[config.mk]
export PLATFORM = sky130hd
export DESIGN_NAME = trap_ctrl_flat
export DESIGN_NICKNAME = d
export VERILOG_FILES = /design/src/rtl/trap_ctrl_if.sv /design/src/rtl/trap_ctrl.sv /design/src/flat_wrapper.sv
export SDC_FILE = /design/constraint.sdc
export NUM_CORES = 1
export LEC_CHECK = 0
export ABC_CLOCK_PERIOD_IN_PS = 3190
export CORE_MARGIN = 2
export CORE_UTILIZATION = 64
export CTS_CLUSTER_DIAMETER = 30
export DETAILED_ROUTE_END_ITERATION = 6
export DONT_BUFFER_PORTS = 1
export HOLD_SLACK_MARGIN = 0.05
export PLACE_DENSITY = 0.86
export SYNTH_ARGS = -nofsm -noshare
export SYNTH_HDL_FRONTEND = slang
export SYNTH_SLANG_ARGS = --single-unit
[constraint.sdc]
create_clock -name clk -period 3.19 [get_ports clk]
set_clock_uncertainty 0.05 [all_clocks]
set_input_delay 0.4785 -clock clk [delete_from_list [all_inputs] [get_ports clk]]
set_output_delay 0.4785 -clock clk [all_outputs]
set_load 0.01 [all_outputs]
[src/rtl/trap_ctrl_if.sv]
// Trap-cause handshake between trap_ctrl (master) and the host CPU-side consumer (slave).
// cause_valid rises together with a freshly latched trap_cause and holds until a one-clk
// cause_ack pulse; an ack seen while cause_valid is low is ignored.
interface trap_ctrl_if #(
  parameter int CAUSE_W = 3
);
  logic [CAUSE_W-1:0] trap_cause;
  logic               cause_valid;
  logic               cause_ack;

  modport master (
    output trap_cause,
    output cause_valid,
    input  cause_ack
  );

  modport slave (
    input  trap_cause,
    input  cause_valid,
    output cause_ack
  );
endinterface

[src/rtl/trap_ctrl.sv]
// Z80 virtualization trap controller: collects I/O-violation and IRQ trap requests, raises NMI,
// tracks trapped/untrapped state across M1 cycles and latches the trap cause for the host.
module trap_ctrl #(
  parameter int NUM_SRC = 4,
  parameter int CAUSE_W = 3,
  parameter int CNT_W   = 8
) (
  input  logic               clk,
  input  logic               reset_n,
  input  logic               m1_n,
  input  logic [NUM_SRC-1:0] io_violation,
  input  logic               irq_sys_n,
  input  logic               irq_intercept,
  input  logic               new_isr,
  input  logic               last_isr_untrap,
  input  logic               virtual_enabled,
  output logic               trap_state,
  output logic               nmi_n,
  output logic               capture_address,
  output logic [NUM_SRC-1:0] violation_pending,
  output logic [CNT_W-1:0]   trap_count,
  trap_ctrl_if.master        cause
);

  typedef enum logic {
    ST_UNTRAPPED = 1'b0,
    ST_TRAPPED   = 1'b1
  } state_e;

  state_e               state_q, state_d;
  logic                 m1_prev_q;
  logic [NUM_SRC-1:0]   io_prev_q;
  logic [NUM_SRC-1:0]   pend_q, pend_d;
  logic                 irq_sync_q, irq_sync_d;
  logic                 cap_q, cap_d;
  logic [CAUSE_W-1:0]   cause_q, cause_d;
  logic                 valid_q, valid_d;
  logic [CNT_W-1:0]     cnt_q, cnt_d;
  logic                 nmi_n_q, nmi_n_d;

  logic                 m1_fall, m1_rise;
  logic [NUM_SRC-1:0]   viol_edge;
  logic                 irq_req, trap_pending, trap_take;
  logic [CAUSE_W-1:0]   win_cause;

  assign m1_fall      = m1_prev_q & ~m1_n;
  assign m1_rise      = ~m1_prev_q & m1_n;
  assign viol_edge    = ~io_prev_q & io_violation;
  assign irq_req      = ~irq_sync_q & irq_intercept;
  assign trap_pending = irq_req | (|pend_q);

  // IRQ outranks every I/O source; among sources the lowest index wins.
  always_comb begin
    win_cause = '0;
    for (int i = NUM_SRC - 1; i >= 0; i--) begin
      if (pend_q[i]) win_cause = CAUSE_W'(i + 1);
    end
    if (irq_req) win_cause = '0;
  end

  always_comb begin
    state_d    = state_q;
    pend_d     = pend_q;
    cap_d      = cap_q;
    cause_d    = cause_q;
    valid_d    = valid_q;
    cnt_d      = cnt_q;
    trap_take  = 1'b0;
    irq_sync_d = m1_rise ? irq_sys_n : irq_sync_q;

    if (m1_fall) begin
      cap_d = 1'b0;
      case (state_q)
        ST_UNTRAPPED: begin
          if (!virtual_enabled) begin
            state_d = ST_TRAPPED;
          end else if (trap_pending && new_isr) begin
            state_d   = ST_TRAPPED;
            cap_d     = 1'b1;
            valid_d   = 1'b1;
            cause_d   = win_cause;
            trap_take = 1'b1;
            if (cnt_q != '1) cnt_d = cnt_q + 1'b1;
          end
        end
        ST_TRAPPED: begin
          if (last_isr_untrap && virtual_enabled) state_d = ST_UNTRAPPED;
        end
        default: state_d = ST_TRAPPED;
      endcase
    end

    // A cause latched on this clock consumes any ack arriving in the same clock.
    if (cause.cause_ack && valid_q && !trap_take) begin
      valid_d = 1'b0;
      for (int i = 0; i < NUM_SRC; i++) begin
        if (cause_q == CAUSE_W'(i + 1)) pend_d[i] = 1'b0;
      end
    end

    for (int i = 0; i < NUM_SRC; i++) begin
      if (viol_edge[i]) pend_d[i] = (state_q == ST_UNTRAPPED);
    end

    nmi_n_d = ~((((~irq_sync_d) & irq_intercept) | (|pend_d)) & (state_d == ST_UNTRAPPED));
  end

  always_ff @(posedge clk) begin
    if (!reset_n) begin
      state_q    <= ST_TRAPPED;
      m1_prev_q  <= 1'b1;
      io_prev_q  <= '0;
      pend_q     <= '0;
      irq_sync_q <= 1'b1;
      cap_q      <= 1'b0;
      cause_q    <= '0;
      valid_q    <= 1'b0;
      cnt_q      <= '0;
      nmi_n_q    <= 1'b1;
    end else begin
      state_q    <= state_d;
      m1_prev_q  <= m1_n;
      io_prev_q  <= io_violation;
      pend_q     <= pend_d;
      irq_sync_q <= irq_sync_d;
      cap_q      <= cap_d;
      cause_q    <= cause_d;
      valid_q    <= valid_d;
      cnt_q      <= cnt_d;
      nmi_n_q    <= nmi_n_d;
    end
  end

  assign trap_state        = (state_q == ST_TRAPPED);
  assign nmi_n             = nmi_n_q;
  assign capture_address   = cap_q | (last_isr_untrap & trap_state & virtual_enabled);
  assign violation_pending = pend_q;
  assign trap_count        = cnt_q;
  assign cause.trap_cause  = cause_q;
  assign cause.cause_valid = valid_q;

endmodule

[src/flat_wrapper.sv]
// flat-port wrapper written by rule: the top's interface ports become plain ports
module trap_ctrl_flat 
#(
  parameter int NUM_SRC = 4,
  parameter int CAUSE_W = 3,
  parameter int CNT_W   = 8
)
  (clk, reset_n, m1_n, io_violation, irq_sys_n, irq_intercept, new_isr, last_isr_untrap, virtual_enabled, trap_state, nmi_n, capture_address, violation_pending, trap_count, cause_trap_cause, cause_cause_valid, cause_cause_ack);
  trap_ctrl_if #(.CAUSE_W(CAUSE_W)) cause_i ();
  input  logic clk;
  input  logic reset_n;
  input  logic m1_n;
  input  logic [NUM_SRC-1:0] io_violation;
  input  logic irq_sys_n;
  input  logic irq_intercept;
  input  logic new_isr;
  input  logic last_isr_untrap;
  input  logic virtual_enabled;
  output logic trap_state;
  output logic nmi_n;
  output logic capture_address;
  output logic [NUM_SRC-1:0] violation_pending;
  output logic [CNT_W-1:0] trap_count;
  output wire logic [$bits(cause_i.trap_cause)-1:0] cause_trap_cause;
  output wire logic [$bits(cause_i.cause_valid)-1:0] cause_cause_valid;
  input wire logic [$bits(cause_i.cause_ack)-1:0] cause_cause_ack;
  assign cause_trap_cause = cause_i.trap_cause;
  assign cause_cause_valid = cause_i.cause_valid;
  assign cause_i.cause_ack = cause_cause_ack;
  trap_ctrl #(.NUM_SRC(NUM_SRC), .CAUSE_W(CAUSE_W), .CNT_W(CNT_W)) u_core (.clk(clk), .reset_n(reset_n), .m1_n(m1_n), .io_violation(io_violation), .irq_sys_n(irq_sys_n), .irq_intercept(irq_intercept), .new_isr(new_isr), .last_isr_untrap(last_isr_untrap), .virtual_enabled(virtual_enabled), .trap_state(trap_state), .nmi_n(nmi_n), .capture_address(capture_address), .violation_pending(violation_pending), .trap_count(trap_count), .cause(cause_i));
endmodule
==> results.sh, run 1 <==
export IMPL_finalHoldViolCount=0
export IMPL_final_setup_viol_count=0
export IMPL_grtUsageMet2_pct=37.50
export IMPL_met3_usage_pct=6.275
export IMPL_max_stage_delay_ns=0.63
export IMPL_clockBufferDepth=2
export IMPL_synth_net_count=139
export IMPL_cts_tree="done"
export IMPL_row_count=15
export IMPL_grtUsageTotal_pct=23.18
export IMPL_synth_edf_count=0
export IMPL_drive_gt1_share_pct=7.937
export IMPL_drtIter0Drc=25
export IMPL_syn_inst=125
export IMPL_place_hpwl_mm=1.668
export IMPL_fp_dieW_microns=46.06
export IMPL_antenna_found_initial=0
export IMPL_syn_area_per_cell_sq_um=9.059
export IMPL_tightest_slew_ns=0.7328
export IMPL_cp_start_kind="flip-flop"
export IMPL_clock_sinks=25
export IMPL_worstSetupStartpoint="u_core.violation_pending[3]"
export IMPL_ff2ff_path_depth=5
export IMPL_tns_ns=0
export IMPL_cpLargestDelayFamily="compound AO/OA/AOI/OAI gates"
export IMPL_routed_via_density=6.210
export IMPL_ctsResizeCount=0
export IMPL_synth_top_cell_by_area="dfxtp_1"
export IMPL_path_depth=5
export IMPL_timing_slew_headroom_pct=51.03
export IMPL_outcome="completed"
export IMPL_critPathMaxFanout=18
export IMPL_critPathSlowestCell="o311ai_4"
export IMPL_routedWlPerCell_microns=15.55
export IMPL_initial_core_util_pct=67.04
export IMPL_fin_crit_sh_pct=70.78
export IMPL_worstPathCellList="or3_4, o311ai_4, a41oi_2, nor4_1, a21o_1"
export IMPL_clkTransAtPathRegs_ns=0.13
export IMPL_area_growth_pct=3.204
export IMPL_post_cts_buffers=0
export IMPL_placed_area_sq_mm=0.001141
export IMPL_drt_pass1_iterations=4
export IMPL_port_buffers=0
export IMPL_busiest_layer="met2"
export IMPL_ys_ff_latch=25
export IMPL_worstSetupEndpointType="flip-flop"
export IMPL_gp_congestion=0.8749
export IMPL_rrSetupSlack_ns=0.93
export IMPL_nFillCells=136
export IMPL_rsz0062_at_grt="no"
export IMPL_drv_cap=0
export IMPL_synthDistinctLibCells=34
export IMPL_grt_pass1_wl_mm=3.560
export IMPL_hp_class="primary input to flip-flop"
export IMPL_post_route_min_period_ns=2.258
export IMPL_ir_drop_uv=293.8
export IMPL_vias=888
export IMPL_reg2reg_to="u_core.nmi_n"
export IMPL_met1_usage_pct=29.54
export IMPL_die_area_sq_mm=0.002122
export IMPL_leakagePower_nw=0.4120
export IMPL_grt_overflow_total=0
export IMPL_diodes=0
export IMPL_synth_top_cell_area_share_pct=44.20
export IMPL_synthTopCellsByArea="dfxtp_1 44%, nor2_1 4.6%, xnor2_1 4.6%"
export IMPL_synth_area_sq_mm=0.001132
export IMPL_synthFlopType="dfxtp_1"
export IMPL_r2r_start="u_core.violation_pending[3]"
export IMPL_die_h_microns=46.06
export IMPL_required_ns=3.41
export IMPL_drcViolationCount=0
export IMPL_root_buffer="clkbuf_4"
export IMPL_insertion_delay_ns=0.32
export IMPL_ant_nets=0
export IMPL_criticalPathCategory="flip-flop to flip-flop"
export IMPL_p_per_area_mw_per_mm2=426.9
export IMPL_ioPinCount=32
export IMPL_core_area_sq_mm=0.001689
export IMPL_synth_seq_area_share_pct=44.20
export IMPL_numCtsBuffers=3
export IMPL_grt_start_max_net_pins=19
export IMPL_maxSlewViolCount=0
export IMPL_totalWireLength_mm=2.224
export IMPL_fmax_mhz=442.9
export IMPL_crit_end="u_core.nmi_n"
export IMPL_cts_htree_levels=1
export IMPL_critPathArrivalTime_ns=2.48
export IMPL_ys_warn_count=0
export IMPL_design_area_sq_mm=0.001169
export IMPL_nets=141
export IMPL_synthArstFlopShare_pct=0
export IMPL_crit_buf_inv=0
export IMPL_postCtsHoldBufs=0
export IMPL_grt_pass1_vias=861
-- cells by family (layout without fill, tap and decap cells) --
kind of cell / Yosys count / count (layout) / synth area share (%)
compound gates: 23 / 23 / 15.36
xor+xnor: 6 / 6 / 4.641
fa+ha+maj: 1 / 1 / 1.105
simple gates: 62 / 62 / 30.72
flops: 25 / 25 / 44.20
mux: 2 / 2 / 1.878
buf+inv: 6 / 7 / 2.099
-- cells in the mapped netlist, types with 2 or more instances --
library cell	count
inv_1	3
dfxtp_1	25
nor4_1	4
nand3_1	3
nor3_1	3
a21oi_1	8
a31oi_1	4
nand2b_1	5
nand3b_1	2
nor3b_1	5
nor2b_1	4
xnor2_1	6
and2_1	8
and3_1	2
nand2_1	8
clkbuf_1	2
o21ai_0	3
nor2_1	14
-- registers in the layout, summed over array words and instances, names as in the netlist --
register / cells
u_core.irq_sync_q: 1
u_core.trap_state: 1
u_core.m1_prev_q: 1
u_core.io_prev_q: 4
u_core.cap_q: 1
u_core.cause.cause_valid: 1
u_core.trap_count: 8
u_core.violation_pending: 4
u_core.cause.trap_cause: 3
u_core.nmi_n: 1
-- metal layers --
layer  share of wire (%)  wire [microns]
met3                 6.6             146
met5                   0               0
met1                  46            1015
met4                 1.1              25
met2                  47            1037
-- final cells by class --
| cell class | count | area (sq um) | area share [%] |
|---|---|---|---|
| multi-input cells | 94 | 608.1 | 52.03 |
| flip-flops and latches | 25 | 500.5 | 42.83 |
| clock buffers | 3 | 22.52 | 1.927 |
| well taps | 17 | 21.27 | 1.820 |
| inverters | 3 | 11.26 | 0.9636 |
| clock inverters | 1 | 5.005 | 0.4283 |
-- how the worst min path moves through the flow --
| stage | startpoint | to | slack, ns | cells past startpoint |
|---|---|---|---|---|
| detailed placement | u_core.cap_q | u_core.cap_q | 0.40 | 2 |
| finish | reset_n | u_core.irq_sync_q | 0.17 | 1 |
| global placement | u_core.cap_q | u_core.cap_q | 0.41 | 2 |
| CTS | reset_n | u_core.irq_sync_q | 0.18 | 1 |
| global route | reset_n | u_core.irq_sync_q | 0.15 | 1 |
| floorplan | u_core.cap_q | u_core.cap_q | 0.38 | 2 |
-- cells in the final DEF (no fill, tap or decap), drive strengths merged, types with 2 or more instances in the layout --
| cell type | count |
|---|---|
| nor2b | 4 |
| o21ai | 3 |
| xnor2 | 6 |
| nand2 | 8 |
| a21oi | 8 |
| and2 | 8 |
| nor2 | 14 |
| nor3 | 3 |
| nand3b | 2 |
| dfxtp | 25 |
| clkbuf | 3 |
| nand2b | 5 |
| and3 | 2 |
| a31oi | 4 |
| nor4 | 4 |
| nor3b | 5 |
| nand3 | 3 |
| inv | 3 |
-- where the power goes --
part	internal, mW	total [mW]	switching [mW]
Combinational	0.0150	0.0309	0.0159
Clock	0.0469	0.139	0.0920
Sequential	0.320	0.329	0.00948
Total	0.382	0.499	0.117
-- metrics by stage --
stage / util, % / worst slack, ns / instances / hold WS (ns) / total power [mW]
finish: 69.19 / 0.9320 / 143 / 0.1698 / 0.4988
global route: 69.19 / 0.8176 / 143 / 0.1532 / 0.5229
CTS: 69.19 / 0.9801 / 143 / 0.1763 / 0.4987
detailed placement: 67.56 / 1.013 / 139 / 0.4044 / 0.3665
global placement: 67.56 / 1.096 / 139 / 0.4050 / 0.3649
floorplan: - / 1.412 / 125 / 0.3840 / 0.3608
Note: power is estimated with default switching activity, not from simulation.
==> run 2: changes to the inputs <==
--- a/config.mk
+++ b/config.mk
@@ -5,14 +5,14 @@
 export SDC_FILE = /design/constraint.sdc
 export NUM_CORES = 1
 export LEC_CHECK = 0
-export ABC_CLOCK_PERIOD_IN_PS = 3190
+export ABC_CLOCK_PERIOD_IN_PS = 2240
 export CORE_MARGIN = 2
-export CORE_UTILIZATION = 64
+export CORE_UTILIZATION = 60
 export CTS_CLUSTER_DIAMETER = 30
 export DETAILED_ROUTE_END_ITERATION = 6
 export DONT_BUFFER_PORTS = 1
 export HOLD_SLACK_MARGIN = 0.05
-export PLACE_DENSITY = 0.86
+export PLACE_DENSITY = 0.82
 export SYNTH_ARGS = -nofsm -noshare
 export SYNTH_HDL_FRONTEND = slang
 export SYNTH_SLANG_ARGS = --single-unit
==> constraint.sdc (replaced) <==
create_clock -name clk -period 2.24 [get_ports clk]
set_clock_uncertainty 0.05 [all_clocks]
set_input_delay 0.336 -clock clk [delete_from_list [all_inputs] [get_ports clk]]
set_output_delay 0.336 -clock clk [all_outputs]
set_load 0.01 [all_outputs]
==> results.sh, run 2 (same netlist as run 1, synthesis figures left out) <==
export IMPL_outcome="completed"
export IMPL_fp_dieW_microns=47.44
export IMPL_hp_class="primary input to flip-flop"
export IMPL_post_cts_buffers=0
export IMPL_required_ns=2.47
export IMPL_port_buffers=0
export IMPL_ioPinCount=32
export IMPL_clockBufferDepth=2
export IMPL_final_setup_viol_count=0
export IMPL_tightest_slew_ns=0.4444
export IMPL_totalWireLength_mm=2.160
export IMPL_row_count=15
export IMPL_setup_slack_ns=0.2478
export IMPL_critPathMaxFanout=9
export IMPL_die_area_sq_mm=0.002251
export IMPL_ir_drop_uv=330.4
export IMPL_core_area_sq_mm=0.001745
export IMPL_maxSlewViolCount=0
export IMPL_drt_pass1_iterations=4
export IMPL_ant_nets=0
export IMPL_finalHoldViolCount=0
export IMPL_busiest_layer="met2"
export IMPL_fmax_mhz=502.0
export IMPL_criticalPathCategory="flip-flop to flip-flop"
export IMPL_drive_gt1_share_pct=9.160
export IMPL_met3_usage_pct=6.792
export IMPL_die_h_microns=47.44
export IMPL_drtIter0Drc=12
export IMPL_insertion_delay_ns=0.32
export IMPL_routed_via_density=5.769
export IMPL_nets=146
export IMPL_p_total_uw=718.0
export IMPL_timing_slew_headroom_pct=70.30
export IMPL_worstSetupEndpointType="flip-flop"
export IMPL_layout_commonest_cell="dfxtp_1"
export IMPL_clock_sinks=25
export IMPL_grt_pass1_vias=778
export IMPL_numCtsBuffers=3
export IMPL_critPathArrivalTime_ns=2.22
export IMPL_gp_congestion=0.8599
export IMPL_design_area_sq_mm=0.001224
export IMPL_rsz0062_at_grt="no"
export IMPL_drcViolationCount=0
export IMPL_grt_start_max_net_pins=15
export IMPL_vias=900
export IMPL_fin_crit_sh_pct=88.94
export IMPL_grtUsageMet2_pct=30.27
export IMPL_antenna_found_initial=0
export IMPL_area_growth_pct=8.066
export IMPL_routedWlPerCell_microns=13.85
export IMPL_post_route_min_period_ns=1.992
export IMPL_cp_start_kind="flip-flop"
export IMPL_grt_pass1_wl_mm=3.243
export IMPL_final_core_util_pct=70.11
export IMPL_place_hpwl_mm=1.618
export IMPL_tns_ns=0
export IMPL_root_buffer="clkbuf_4"
export IMPL_layout_common_cells="25 x dfxtp_1, 14 x nor2_1, 8 x nand2_1, 8 x a21oi_1, 8 x and2_1"
export IMPL_cts_tree="done"
export IMPL_clkTransAtPathRegs_ns=0.13
export IMPL_initial_core_util_pct=64.87
export IMPL_p_per_area_mw_per_mm2=586.7
export IMPL_leakagePower_nw=0.4330
export IMPL_largest_reg_flops=8
export IMPL_diodes=0
export IMPL_cts_htree_levels=1
export IMPL_placed_area_sq_mm=0.001166
export IMPL_met1_usage_pct=28.17
export IMPL_drv_cap=0
export IMPL_pre_cts_slack_ns=0.3066
export IMPL_grtUsageTotal_pct=20.69
export IMPL_grt_overflow_total=0
-- run 2: changes by cell type in the layout (fill, tap and decap cells not counted), sizes merged --
cell         before  now
dlygate4sd3       0    3
buf               0    2
-- run 2: critical path, cell delays in order, from the launching register on --
cell and delay (ns):
dfxtp_1 0.39, or3_4 0.42, o311ai_4 0.41, a41oi_2 0.19
nor4_1 0.34, a21o_1 0.15
-- run 2: repair_timing --
item                                   CTS  global route
hold buffers                             1             2
endpoints found under the hold margin    2             2
resized for setup                        0             0
-- run 2: worst paths after layout --
path,to,depth (start not counted),slack [ns],from
setup / recovery,u_core.nmi_n,5,0.25,u_core.violation_pending[1]
hold / removal,u_core.io_prev_q[2],1,0.07,io_violation[2]
setup reg to reg,u_core.nmi_n,5,0.25,u_core.violation_pending[1]
hold reg to reg,u_core.cap_q,2,0.43,u_core.cap_q
-- run 2: routing by layer --
| metal | up-vias | part of all wire, % | wire (microns) |
|---|---|---|---|
| met5 | - | 0 | 0 |
| met4 | 0 | 1.4 | 31 |
| met3 | 4 | 6.7 | 144 |
| met2 | 24 | 45 | 977 |
| met1 | 416 | 47 | 1006 |
| li1 | 456 | - | - |
-- run 2: cell type report --
type / count / area [sq um]
clock inverters: 1 / 5.005
well taps: 25 / 31.28
repair buffers: 5 / 45.04
flip-flops and latches: 25 / 500.5
fillers: 140 / 521.8
clock buffers: 3 / 22.52
multi-input cells: 94 / 608.1
inverters: 3 / 11.26
-- run 2: report_power, final --
group / switching, mW / internal [mW] / leakage [nW]
sequential: 0.0103 / 0.455 / 0.203
combinational: 0.0254 / 0.0262 / 0.212
clock: 0.134 / 0.0669 / 0.0177
-- run 2: stage by stage --
stage,cells,hold slack [ns]
6_report,156,0.07473
2_1_floorplan,125,0.3590
4_1_cts,154,0.05682
3_3_place_gp,149,0.3495
3_5_place_dp,149,0.3568
5_1_grt,156,0.06277
